===== config.mk =====
export PLATFORM = sky130hd
export DESIGN_NAME = vic_regs
export DESIGN_NICKNAME = d
export VERILOG_FILES = /design/src/rtl/vic_regs.sv
export SDC_FILE = /design/constraint.sdc
export NUM_CORES = 1
export LEC_CHECK = 0
export ABC_AREA = 1
export CORE_ASPECT_RATIO = 0.6
export CORE_MARGIN = 1
export CORE_UTILIZATION = 50
export CTS_BUF_LIST = sky130_fd_sc_hd__clkbuf_4 sky130_fd_sc_hd__clkbuf_8
export CTS_CLUSTER_DIAMETER = 50
export CTS_CLUSTER_SIZE = 10
export DETAILED_ROUTE_END_ITERATION = 10
export PLACE_DENSITY = 0.81
export SYNTH_ARGS = -nofsm -noshare
export SYNTH_HDL_FRONTEND = slang
export SYNTH_SLANG_ARGS = --single-unit

===== constraint.sdc =====
create_clock -name clk -period 3.2 [get_ports clk]
set_clock_uncertainty 0.15 [all_clocks]
set_input_delay 0.64 -clock clk [delete_from_list [all_inputs] [get_ports clk]]
set_output_delay 0.64 -clock clk [all_outputs]
set_load 0.01 [all_outputs]

===== src/rtl/vic_regs.sv =====
// VIC-I register file ($9000-$900F) with raster line counter and derived video-control outputs.
// Single-cycle: writes take effect at the edge; reads load dout at the edge; no backpressure.
module vic_regs #(
  parameter logic [7:0] R0_INIT  = 8'h05,
  parameter logic [7:0] R1_INIT  = 8'h19,
  parameter logic [7:0] R2_INIT  = 8'h96,
  parameter logic [7:0] R3_INIT  = 8'hAE,
  parameter logic [7:0] R5_INIT  = 8'hF0,
  parameter logic [7:0] RF_INIT  = 8'h1B,
  parameter int         LINE_DIV = 2
) (
  input  logic        clk,
  input  logic        reset,
  input  logic        cs,
  input  logic        we,
  input  logic [3:0]  addr,
  input  logic [7:0]  din,
  output logic [7:0]  dout,
  input  logic        line_strobe,
  input  logic        frame_strobe,
  input  logic [7:0]  pot_x,
  input  logic [7:0]  pot_y,
  input  logic [7:0]  lp_x,
  input  logic [7:0]  lp_y,
  output logic [15:0] screen_addr,
  output logic [15:0] char_rom_addr,
  output logic [15:0] color_ram_addr,
  output logic [6:0]  xorigin,
  output logic [6:0]  yorigin,
  output logic [6:0]  rows,
  output logic [6:0]  cols,
  output logic [2:0]  border_color,
  output logic [3:0]  back_color,
  output logic [3:0]  aux_color,
  output logic        inverted,
  output logic        chars8x16,
  output logic        interlace
);

  localparam logic [1:0] DIV_LAST = 2'(LINE_DIV - 1);

  logic [7:0]  r0, r1, r2, r5, ra, rb, rc, rd, re, rf;
  logic [6:0]  r3;
  logic [8:0]  raster;
  logic [1:0]  div_cnt;
  logic [7:0]  rd_dat;
  logic [13:0] screen_v;
  logic [13:0] char_v;

  always_comb begin
    rd_dat = 8'h00;
    case (addr)
      4'h0: rd_dat = r0;
      4'h1: rd_dat = r1;
      4'h2: rd_dat = r2;
      4'h3: rd_dat = {raster[0], r3};
      4'h4: rd_dat = raster[8:1];
      4'h5: rd_dat = r5;
      4'h6: rd_dat = lp_x;
      4'h7: rd_dat = lp_y;
      4'h8: rd_dat = pot_x;
      4'h9: rd_dat = pot_y;
      4'hA: rd_dat = ra;
      4'hB: rd_dat = rb;
      4'hC: rd_dat = rc;
      4'hD: rd_dat = rd;
      4'hE: rd_dat = re;
      4'hF: rd_dat = rf;
      default: rd_dat = 8'h00;
    endcase
  end

  always_ff @(posedge clk or negedge reset) begin
    if (!reset) begin
      r0      <= R0_INIT;
      r1      <= R1_INIT;
      r2      <= R2_INIT;
      r3      <= R3_INIT[6:0];
      r5      <= R5_INIT;
      ra      <= 8'h00;
      rb      <= 8'h00;
      rc      <= 8'h00;
      rd      <= 8'h00;
      re      <= 8'h00;
      rf      <= RF_INIT;
      raster  <= 9'd0;
      div_cnt <= 2'd0;
      dout    <= 8'h00;
    end else begin
      if (cs && we) begin
        case (addr)
          4'h0: r0 <= din;
          4'h1: r1 <= din;
          4'h2: r2 <= din;
          4'h3: r3 <= din[6:0];
          4'h5: r5 <= din;
          4'hA: ra <= din;
          4'hB: rb <= din;
          4'hC: rc <= din;
          4'hD: rd <= din;
          4'hE: re <= din;
          4'hF: rf <= din;
          default: ;
        endcase
      end
      if (cs && !we)
        dout <= rd_dat;
      // Frame start resets the line count even if a line strobe lands on the same cycle.
      if (frame_strobe) begin
        raster  <= 9'd0;
        div_cnt <= 2'd0;
      end else if (line_strobe) begin
        if (div_cnt == DIV_LAST) begin
          div_cnt <= 2'd0;
          raster  <= raster + 9'd1;
        end else begin
          div_cnt <= div_cnt + 2'd1;
        end
      end
    end
  end

  // VIC address bit 13 is inverted onto CPU A15; A14/A13 are always zero.
  assign screen_v       = {r5[7:4], r2[7], 9'b0};
  assign char_v         = {r5[3:0], 10'b0};
  assign screen_addr    = {~screen_v[13], 2'b00, screen_v[12:0]};
  assign char_rom_addr  = {~char_v[13], 2'b00, char_v[12:0]};
  assign color_ram_addr = 16'h9400 | {6'b0, r2[7], 9'b0};

  assign xorigin      = r0[6:0];
  assign yorigin      = r1[7:1];
  assign cols         = r2[6:0];
  assign rows         = {1'b0, r3[6:1]};
  assign border_color = rf[2:0];
  assign back_color   = rf[7:4];
  assign aux_color    = re[7:4];
  assign inverted     = ~rf[3];
  assign chars8x16    = r3[0];
  assign interlace    = r0[7];

endmodule


==> results.md <==
* Outcome: finished clean
* Kind of critical path: input port to flop
* 1st-iter DRT viols at 597
* Pwr Density at 501 nW/um2
* GRT Total Usage at 29.3%
* Clock Path Buffers at 2
* Clock Pin Slew Worst Setup and Hold Paths at 0.10 ns
* GP Congestion at 0.940
* Synth Area per Inst at 7.58 um2
* Total Wirelength at 17.0 mm
* CTS tree: yes
* Final hold violations at 0
* Worst path required time at 3.37 ns
* CP arrival at 2.63 ns
* Syn Inst Count at 767
* Commonest cells post-synth: nand2_1, o21ai_0, dfrtp_1
* Post-Layout Cell Count at 1005
* First-pass iteration count of the detailed router at 5
* CTS sink cnt at 106
* Final setup fails at 0
* EDFF count, synth at 0
* Yosys warnings at 0
* Max Cap Viol at 0
* Crit path launch: line_strobe
* TritonCTS buffer count at 9
* Synth area leaders: dfrtp_1, nand2_1, dfstp_2
* WL per Instance at 16.9 um
* CTS Root Cell: clkbuf_8
* Pleak at 3.46 nW
* Initial antenna violation count at 0
* Vias in the first global route at 4822
* Core Area at 11300 um2
* Worst-path fanout max at 12
* Largest register by flop count: raster
* Die Ht at 85.5 um
* Setup slack at placement at 0.397 ns
* Post-CTS setup buffer count at 0
* Drt drc at 0
* Reg-to-reg endpoint: raster[2]$_DFFE_PN0P_
* Initial Utilization at 51.5%
* Synth area leader: dfrtp_1
* Worst hold-check slack at 0.0216 ns
* DRT antenna net count at 0
* CP Capture Point: raster[2]$_DFFE_PN0P_
* Worst reg-to-reg setup slack at 1.11 ns
* Seq/Total Area, Yosys at 46.1%
* Most frequent cell after synthesis: nand2_1
* Post-synth top area share at 36.6%
* Routed vias/inst at 5.33
* Total gr overflow at 0
* FFs w/ async S/R, synth at 100%
* Min-delay worst type: input port to async pin
* Fmax at 406 MHz
* Max reg flops at 9
* Placed Area at 6700 um2
* H-tree Lvls at 3
* Final period util at 77.1%
* Fin crit period at 2.47 ns
* Hold Buf Count CTS at 0
* Hpwl dp at 12.3 mm
* First-pass GRT wire length at 26.3 mm
* Relative slew margins at 27.1%
* DR vias at 5354
* IO Pins at 148
* Synth-to-Final Area Change at 18.3%
* Skew-Pair Late Insertion Delay at 0.39 ns
* TNS Setup at 0 ns
* Netlist Area Pre-Place at 5820 um2
* Actual slew at the worst max-slew pin at 1.08 ns
* Row count at 30
* VDD IR max at 0.000266 V
* Most used DFF post-synth: dfrtp_1
* Antenna cells at 0
* Crit start category: input port
* Final Slew Violations at 0
* Synth unique cells at 25
* Reg2Reg Launch Point: div_cnt[0]$_DFFE_PN0P_
* DP Cell Count at 989
* Unrepaired setup endpoints after global routing: no
* Crit path capture type: flop
* Port buffer count at 108
* Post-cts resize count at 0
* Share of post-route cells with drive strength above 1 at 7.93%
* Fillers at 988
* Largest net degree at the start of global routing at 38
* Fin nets at 891
* Post-Layout Inst Area at 6880 um2
* Fin worst setup slack at 0.734 ns
* Post-synthesis sequential element count at 106
* R2r worst-path depth at 6
* Die ar. at 12100 um2
* Die X at 141 um
[routing by layer]
layer	GRT usage, %	wire, um	vias up
li1	-	-	2506
met1	44.2	7570	2511
met2	40.9	6860	310
met3	8.21	2220	27
met4	8.10	309	0
met5	0	0	-
[how the worst min path moves through the flow]
stage,end,slack [ns]
after global routing,r5[1]$_DFFE_PN0P_,0.04
after floorplan,div_cnt[0]$_DFFE_PN0P_,0.19
after global placement,rc[7]$_DFFE_PN0P_,0.32
after detailed placement,dout[1]$_DFFE_PN0P_,0.31
after CTS,r5[1]$_DFFE_PN0P_,0.02
final,r5[1]$_DFFE_PN0P_,0.02
[power breakdown]
group,leakage (nW),switching (mW),internal (mW)
Combinational,2.03,0.422,0.412
Clock,0.0976,0.508,0.311
Sequential,1.33,0.194,1.60
Total,3.46,1.12,2.32
[cell families (layout without fill, tap and decap cells)]
logic type | Yosys count | count (layout) | synth area share [%]
xor+xnor | 1 | 1 | 0.151
flops | 106 | 106 | 46.1
buf+inv | 131 | 172 | 13.5
simple gates | 414 | 414 | 30.0
fa+ha+maj | 1 | 1 | 0.215
other cells | 2 | 39 | 0.129
compound gates | 112 | 112 | 9.89
[critical path, stage by stage]
cell             delay, ns
clkdlybuf4s50_1       0.48
nand2_1               0.07
o21ai_0               0.84
inv_1                 0.21
nor2_1                0.18
o21ai_0               0.09
a21oi_1               0.12
[layout make-up]
type	instances	area [um2]	area share (%)
clock buffers	10	131	1.91
multi-input cells	567	2490	36.2
inverters	34	128	1.85
flip-flops and latches	106	2680	38.9
well taps	160	200	2.91
repair buffers	122	1200	17.4
clock inverters	6	55.1	0.800
[through the flow]
stage	total power [mW]	utilization (%)
after floorplan	2.24	-
after global placement	2.62	59.3
after detailed placement	2.64	59.3
after CTS	3.45	60.9
after global routing	3.62	60.9
final	3.45	60.9
[cells in the final DEF, fill, tap and decap left out]
cell type / Yosys / routed
nor2_2: 3 / 4
buf_12: 0 / 1
a21oi_1: 3 / 3
nand3_1: 83 / 83
nand4_1: 3 / 3
clkbuf_4: 0 / 1
nand2_4: 4 / 4
clkbuf_8: 0 / 9
nor2_4: 5 / 5
inv_8: 0 / 1
dfrtp_1: 85 / 85
nor3_1: 1 / 1
clkdlybuf4s50_1: 0 / 107
nor2_1: 52 / 51
o21bai_1: 6 / 6
conb_1: 2 / 39
o21ai_0: 96 / 96
buf_4: 66 / 14
dfstp_2: 21 / 21
and3_1: 1 / 1
nand2_1: 261 / 261
nand2_2: 1 / 1
o21ai_1: 7 / 7
inv_2: 1 / 1
inv_1: 33 / 33
ha_1: 1 / 1
xor2_1: 1 / 1
clkinv_4: 0 / 1
inv_6: 0 / 4
(Power assumes the default switching activity.)
